--- src/rtl/ifu_pkg.sv ---
// Shared definitions for the instruction fetch unit and the core it feeds.
package ifu_pkg;

   typedef enum logic [1:0] {
      StIdle,
      StReq,
      StWait,
      StHold
   } ifu_state_e;

   localparam logic [31:0] INST_EBREAK = 32'h00100073;
   localparam logic [6:0]  OPC_SYSTEM  = 7'b1110011;
   localparam logic [31:0] RESET_PC    = 32'h80000000;

endpackage

--- src/rtl/ifu_fetch.sv ---
// Single-outstanding instruction fetch: request the word at pc, hold it until the core accepts.
// Misaligned pcs and bus errors are replaced by FAULT_INST so the core traps.
module ifu_fetch
   import ifu_pkg::*;
#(
   parameter logic [31:0] FAULT_INST = INST_EBREAK
) (
   input  logic        clk,
   input  logic        rst,
   input  logic [31:0] pc,
   output logic [31:0] inst,
   output logic        inst_valid,
   input  logic        inst_ready,
   output logic        inst_fault,
   output logic        req_valid,
   input  logic        req_ready,
   output logic [31:0] req_addr,
   input  logic        rsp_valid,
   input  logic [31:0] rsp_data,
   input  logic        rsp_err,
   output logic [31:0] fetch_cnt
);

   ifu_state_e  state_q, state_d;
   logic [31:0] inst_q, inst_d;
   logic        inst_valid_q, inst_valid_d;
   logic        inst_fault_q, inst_fault_d;
   logic [31:0] cnt_q, cnt_d;

   logic        pc_misaligned;

   assign pc_misaligned = (pc[1:0] != 2'b00);

   always_ff @(posedge clk) begin
      if (rst) begin
         state_q      <= StIdle;
         inst_q       <= 32'h0;
         inst_valid_q <= 1'b0;
         inst_fault_q <= 1'b0;
         cnt_q        <= 32'h0;
      end else begin
         state_q      <= state_d;
         inst_q       <= inst_d;
         inst_valid_q <= inst_valid_d;
         inst_fault_q <= inst_fault_d;
         cnt_q        <= cnt_d;
      end
   end

   always_comb begin
      state_d      = state_q;
      inst_d       = inst_q;
      inst_valid_d = inst_valid_q;
      inst_fault_d = inst_fault_q;
      cnt_d        = cnt_q;
      req_valid    = 1'b0;
      req_addr     = 32'h0;

      unique case (state_q)
         StIdle: begin
            state_d = StReq;
         end

         StReq: begin
            req_addr = {pc[31:2], 2'b00};
            if (pc_misaligned) begin
               // Never put a misaligned address on the bus; trap locally instead.
               inst_d       = FAULT_INST;
               inst_fault_d = 1'b1;
               inst_valid_d = 1'b1;
               state_d      = StHold;
            end else begin
               req_valid = 1'b1;
               if (req_ready) begin
                  state_d = StWait;
               end
            end
         end

         StWait: begin
            if (rsp_valid) begin
               inst_d       = rsp_err ? FAULT_INST : rsp_data;
               inst_fault_d = rsp_err;
               inst_valid_d = 1'b1;
               state_d      = StHold;
            end
         end

         StHold: begin
            if (inst_ready) begin
               // inst/inst_fault keep their value; only the valid flag drops.
               inst_valid_d = 1'b0;
               cnt_d        = cnt_q + 32'd1;
               state_d      = StReq;
            end
         end

         default: begin
            state_d = StIdle;
         end
      endcase
   end

   assign inst       = inst_q;
   assign inst_valid = inst_valid_q;
   assign inst_fault = inst_fault_q;
   assign fetch_cnt  = cnt_q;

endmodule

--- config.mk ---
export PLATFORM = sky130hd
export DESIGN_NAME = ifu_fetch
export DESIGN_NICKNAME = d
export VERILOG_FILES = /design/src/rtl/ifu_pkg.sv /design/src/rtl/ifu_fetch.sv
export SDC_FILE = /design/constraint.sdc
export NUM_CORES = 1
export LEC_CHECK = 0
export BUFFER_PORTS_ARGS = -buffer_cell sky130_fd_sc_hd__buf_2
export CAP_MARGIN = 20
export CORE_MARGIN = 5
export CORE_UTILIZATION = 44
export DETAILED_ROUTE_END_ITERATION = 6
export GPL_TIMING_DRIVEN = 0
export PLACE_DENSITY_LB_ADDON = 0.1
export SYNTH_ARGS = -nofsm -noshare
export SYNTH_HDL_FRONTEND = slang
export SYNTH_SLANG_ARGS = --single-unit
export TNS_END_PERCENT = 5
--- constraint.sdc ---
create_clock -name clk -period 3.55 [get_ports clk]
set_input_delay 0.1775 -clock clk [delete_from_list [all_inputs] [get_ports clk]]
set_output_delay 0.1775 -clock clk [all_outputs]
set_load 0.1 [all_outputs]
==> out/qor.csv, run 1 <==
stage;metric;value;unit
logic_synthesis;cell taking the most area after synthesis;dfxtp_1;
power_and_ir_drop;Clock Power Share;0.207;
floorplanning;DIE AREA;8708;µm²
setup_path;Worst setup SP type;flip-flop;
clock_network;Clock Path Buffers;2;
global_route;first-pass GRT wire length;14040;µm
floorplanning;core area;6756;µm²
setup_path;RR Startpoint;state_q[0];
timing;Final Critical Period;2.446;ns
finish;P&R area growth vs syn;37.73;%
clock_network;Setup Fix Bufs, Post-CTS;0;
logic_synthesis;synth top area cells;dfxtp_1 45%, a22oi_1 6.4%, and2_1 6.1%, nor2_1 6.0%, a21oi_1 3.3%;
timing;relative slew slack;0.4595;
finish;Final Net Count;608;
logic_synthesis;prevailing post-synth register cell;dfxtp_1;
clock_network;CTS Root Cell;clkbuf_8;
setup_path;Critical path origin;state_q[0];
routing;ANT nets after route;0;
floorplanning;I/O Pins;169;
clock_network;CTS resizes;0;
clock_network;hold_buf cts;0;
global_route;grt ovf;0;
timing;final period utilization;0.6891;
floorplanning;Chip Width;93.32;µm
logic_synthesis;top post-synthesis cells by count;68 x dfxtp_1, 49 x nor2_1, 30 x and2_1, 26 x a22oi_1, 20 x a21oi_1;
worst_hold_path;HP Class;input pin to flip-flop;
logic_synthesis;FFs w/ async S/R, synth;0;
finish;area taken by multi-input logic gates;1564;µm²
power_and_ir_drop;Pwr per Cell Area;818.2;nW/µm²
power_and_ir_drop;power share of the combinational group;0.535;
power_and_ir_drop;internal power;1.556;mW
logic_synthesis;Mapped Area;3054;µm²
logic_synthesis;Synth top area share;0.4457;
job;maxcap violations;0;
global_route;Total Routing Usage GR;0.2004;
timing;Hold Vio Cnt, Final;0;
power_and_ir_drop;static leakage;1.917;nW
global_route;vias in the first global route;2926;
routing;via-per-instance ratio;5.206;
floorplanning;Initial Utilization;0.4520;
floorplanning;chip height;93.32;µm
routing;Remaining DRCs;0;
routing;total number of vias;3217;
routing;Routed WL per cell;14.46;µm
setup_path;Crit. End Element;flip-flop;
logic_synthesis;sequential element share of the synthesized area;0.4457;
placed_design;I/O Buffers;165;
placed_design;DP HPWL;6767;µm
global_route;initial antenna violation count;0;
setup_path;Critical Path AT;2.66;ns
worst_hold_path;Hold Crit Start;rsp_data[31];
timing;RSZ-0062 raised after global routing;no;
clock_network;Num CTS Buffers;9;
power_and_ir_drop;switching share of total power;0.5480;
placed_design;Placed Cells;602;
timing;Least-Margin Pin Slew;0.7995;ns
logic_synthesis;most common cell in the netlist;dfxtp_1;
clock_network;clock latency on the worst-skew pair;0.34;ns
setup_path;CP required;3.76;ns
timing;setup TNS;0;ns
outcome;status;completed;
clock_network;H-tree Lvls;3;
power_and_ir_drop;Reg power frac;0.259;
clock_network;clock sink count;68;
timing;final slew viol count;0;
logic_synthesis;number of synthesized flops with an enable pin;0;
timing;Peak Freq;408.8;MHz
setup_path;WS Path Type;flip-flop to flip-flop;
logic_synthesis;synth unique cells;34;
logic_synthesis;Syn Inst Count;356;
timing;WHS;0.06960;ns
floorplanning;num rows;30;
routing;drt first pass iters;4;
finish;Seq. cell area;1361;µm²
power_and_ir_drop;Max rail drop VDD;0.3745;mV
routing;DRT Wirelength;8937;µm
routing;Iter 0 DRT Violations;103;
timing;clock skew;0.004998;ns
power_and_ir_drop;Switch Pwr;1.886;mW
finish;post-route insts no fill;618;
logic_synthesis;Synth Area per Inst;8.579;µm²
clock_network;clock transition at the registers of the reported paths;0.08;ns
setup_path;worst-path fanout max;10;
finish;Diodes inserted;0;
finish;# fillers;637;
logic_synthesis;number of synthesis warnings;0;
placed_design;RePlAce Congestion;0.8161;
finish;fraction of layout cells with a size suffix above 1;0.3494;
logic_synthesis;post-synthesis register bit count;68;
clock_network;CTS tree;done;
timing;endpoints failing setup;0;
global_route;pin count of the biggest net entering global routing;12;
==> final cells by class <==
type	instances	share of cell area
repair buffers	165	0.1963
well taps	80	0.02380
plain buffers	24	0.02469
clock buffers	12	0.03450
flip-flops and latches	68	0.3236
multi-input cells	256	0.3718
inverters	9	0.008031
clock inverters	4	0.01725
==> critical path, cell delays in order (launching register included) <==
cell      delay, ns
dfxtp_1        0.40
ha_1           0.32
nand3_1        0.25
or4_1          0.51
buf_2          0.19
clkbuf_1       0.26
o31ai_1        0.29
a21oi_1        0.09
==> logic make-up after synthesis <==
family          share of synthesized area
flops                              0.4457
xor+xnor                          0.03441
simple gates                       0.3023
buf+inv                           0.04506
mux                              0.003277
compound gates                     0.1475
fa+ha+maj                         0.02048
other cells                      0.001228
==> state kept, by name (all words and copies together), names as in the netlist <==
name / count
fetch_cnt: 32
inst_fault: 1
state_q: 2
inst: 32
inst_valid: 1
==> path summary, 6_finish.rpt <==
path	slack (ns)	end	cells past startpoint
worst max register to register	1.10	fetch_cnt[31]	7
worst max-delay path	1.10	fetch_cnt[31]	7
worst min register to register	0.49	inst[5]	2
worst min-delay path	0.07	inst[31]	3
==> stage by stage <==
step	total power, mW	utilization	setup slack [ns]	area, µm²
after floorplan	2.461	-	0.6179	3063
after global placement	2.738	0.5904	1.141	3989
after detailed placement	2.754	0.5904	1.128	3989
after CTS	3.465	0.6226	1.097	4207
after global routing	3.582	0.6226	0.8066	4207
final	3.442	0.6226	1.104	4207
==> power by group through the flow <==
| stage | Combinational, mW | Clock [mW] | Sequential, mW |
|---|---|---|---|
| 2_1_floorplan | 1.03 | 0 | 1.43 |
| 3_3_place_gp | 1.83 | 0 | 0.904 |
| 3_5_place_dp | 1.85 | 0 | 0.906 |
| 4_1_cts | 1.85 | 0.725 | 0.891 |
| 5_1_grt | 1.92 | 0.759 | 0.902 |
| 6_report | 1.84 | 0.711 | 0.891 |
==> cell usage in the layout (no fill, tap or decap), types with 10 or more instances in the layout <==
cell,count
nor3_1,13
a21oi_1,20
clkbuf_1,19
o31ai_1,10
or4_1,13
buf_2,170
nor2_1,49
dfxtp_1,68
clkbuf_8,10
nand3_1,10
nand2_1,15
and2_1,30
a22oi_1,26
==> metal layers <==
| layer | track usage | wire, µm |
|---|---|---|
| met4 | 0.06716 | 120 |
| met5 | 0 | 0 |
| met3 | 0.07241 | 852 |
| met2 | 0.3264 | 4153 |
| met1 | 0.2444 | 3810 |
Note: power is estimated with default switching activity, not from simulation.
==> inputs of run 2 (changes only) <==
--- a/config.mk
+++ b/config.mk
@@ -8,7 +8,7 @@
 export BUFFER_PORTS_ARGS = -buffer_cell sky130_fd_sc_hd__buf_2
 export CAP_MARGIN = 20
 export CORE_MARGIN = 5
-export CORE_UTILIZATION = 44
+export CORE_UTILIZATION = 40
 export DETAILED_ROUTE_END_ITERATION = 6
 export GPL_TIMING_DRIVEN = 0
 export PLACE_DENSITY_LB_ADDON = 0.1
==> constraint.sdc (replaced) <==
create_clock -name clk -period 2.15 [get_ports clk]
set_input_delay 0.1075 -clock clk [delete_from_list [all_inputs] [get_ports clk]]
set_output_delay 0.1075 -clock clk [all_outputs]
set_load 0.1 [all_outputs]
==> run 2 against run 1 <==
Net effect:
- routed wire length grew 7.1%
- register-to-register slack lost 1.1 ns
- fmax grew 16%
- global-route usage is essentially flat
- largest cell class unchanged
==> out/qor.csv, run 2 (synthesis results as in run 1) <==
stage;metric;value;unit
timing;setup TNS;0;ns
floorplanning;Initial Utilization;0.4166;
finish;Final Net Count;627;
timing;Hold Vio Cnt, Final;0;
routing;via-per-instance ratio;5.136;
global_route;grt ovf;0;
finish;post-route cell area;4633;µm²
worst_hold_path;HP Class;input pin to flip-flop;
finish;fraction of layout cells with a size suffix above 1;0.4327;
timing;endpoints failing setup;0;
job;maxcap violations;0;
setup_path;worst-path fanout max;10;
worst_hold_path;Hold Crit Start;rsp_data[22];
floorplanning;Chip Width;97.38;µm
finish;Diodes inserted;0;
timing;clock skew;0.01097;ns
outcome;status;completed;
global_route;first-pass GRT wire length;15810;µm
power_and_ir_drop;static leakage;2.059;nW
timing;Least-Margin Pin Slew;0.7374;ns
setup_path;CP required;2.37;ns
floorplanning;chip height;97.38;µm
clock_network;CTS Root Cell;clkbuf_8;
routing;DRT Wirelength;9573;µm
global_route;vias in the first global route;3329;
clock_network;clock sink count;68;
setup_path;Critical path origin;fetch_cnt[17];
placed_design;RePlAce Congestion;0.7715;
finish;P&R area growth vs syn;51.70;%
finish;commonest non-fill, non-tap cell in the layout;buf_2;
setup_path;R2R Path End;fetch_cnt[30];
setup_path;RR Startpoint;fetch_cnt[17];
timing;Peak Freq;475.0;MHz
setup_path;Crit. End Element;flip-flop;
power_and_ir_drop;Pwr per Cell Area;1240;nW/µm²
routing;Iter 0 DRT Violations;125;
timing;relative slew slack;0.5046;
placed_design;post-placement cell area;4185;µm²
routing;Remaining DRCs;0;
clock_network;Num CTS Buffers;9;
placed_design;I/O Buffers;165;
clock_network;H-tree Lvls;3;
floorplanning;I/O Pins;169;
floorplanning;DIE AREA;9483;µm²
setup_path;Worst setup SP type;flip-flop;
clock_network;Clock Path Buffers;2;
global_route;pin count of the biggest net entering global routing;14;
timing;Final Critical Period;2.105;ns
timing;final slew viol count;0;
routing;Routed WL per cell;14.59;µm
worst_hold_path;Hold Path Stages;3;
floorplanning;num rows;31;
setup_path;critical path capture point;fetch_cnt[30];
timing;RSZ-0062 raised after global routing;yes;
power_and_ir_drop;Max rail drop VDD;1.355;mV
setup_path;R2R cell count;6;
routing;total number of vias;3369;
clock_network;clock transition at the registers of the reported paths;0.08;ns
setup_path;WS Path Type;flip-flop to flip-flop;
placed_design;DP HPWL;7141;µm
routing;ANT nets after route;0;
timing;final period utilization;0.9792;
floorplanning;core area;7331;µm²
setup_path;Critical Path AT;2.32;ns
clock_network;CTS tree;done;
routing;drt first pass iters;5;
finish;most frequent cells in the layout;168 x buf_2, 49 x nor2_1, 43 x dfxtp_1;
power_and_ir_drop;Pwr Total;5.745;mW
global_route;initial antenna violation count;0;
clock_network;clock latency on the worst-skew pair;0.34;ns
global_route;Total Routing Usage GR;0.2003;
setup_path;flop2flop setup slack;0.04;ns
-- run 2: cell types whose count changed in the layout (fill, tap and decap cells not counted), moves of 7 or more --
| cell | before | now |
|---|---|---|
| dfxtp_4 | 0 | 13 |
| dfxtp_1 | 68 | 43 |
| a22oi_1 | 26 | 16 |
| dfxtp_2 | 0 | 12 |
| dlygate4sd3_1 | 0 | 17 |
| clkbuf_1 | 19 | 12 |
| a22oi_2 | 0 | 10 |
-- run 2: repair_timing --
action | in CTS | in global routing
hold endpoints to repair | 17 | 0
hold buffers | 17 | 0
buffers inserted | 0 | 2
pin swaps | 0 | 1
resized for setup | 6 | 8
setup endpoints to repair | 14 | 31
-- run 2: power by group --
group	leakage, nW	switching [mW]	total (mW)	internal (mW)
registers	0.567	0.101	1.49	1.39
clock network	0.102	0.525	1.02	0.495
logic	1.39	2.60	3.23	0.635
-- run 2: how the worst min path moves through the flow --
stage / endpoint / slack, ns
5_1_grt: inst[17] / 0.006
3_5_place_dp: inst[31] / 0.35
4_1_cts: inst[13] / 0.00004
2_1_floorplan: inst[10] / 0.26
6_report: inst[22] / 0.01
3_3_place_gp: inst[30] / 0.34
-- run 2: critical path, stage by stage (launching register included) --
cell      delay [ns]
dfxtp_4         0.38
nand4_1         0.16
or4_1           0.54
clkbuf_1        0.20
buf_2           0.22
o41ai_1         0.36
a21oi_1         0.10
-- run 2: layer usage --
layer  GRT usage  vias up  share of wire
li1            -     1664              -
met1      0.2306     1566           0.40
met2      0.3474      122           0.50
met3     0.07035       17          0.083
met4     0.06177        0          0.018
met5           0        -              0
-- run 2: through the flow --
stage,hold WS [ns],cells,worst slack (ns),utilization
after CTS,0.00003833,654,0.001440,0.6231
after detailed placement,0.3531,621,-0.2430,0.5709
after global placement,0.3417,621,-0.2129,0.5709
after floorplan,0.2558,357,-0.07849,-
after global routing,0.005824,656,-0.07257,0.6320
final,0.009918,656,0.04480,0.6320
-- run 2: final cells by class --
type | count | area [µm²]
Fill cell | 641 | 2698
Multi-Input combinational cell | 256 | 1698
Sequential cell | 68 | 1425
Inverter | 9 | 33.78
Clock buffer | 10 | 148.9
Buffer | 24 | 147.6
Clock inverter | 6 | 45.04
Timing Repair Buffer | 184 | 1011
Tap cell | 99 | 123.9
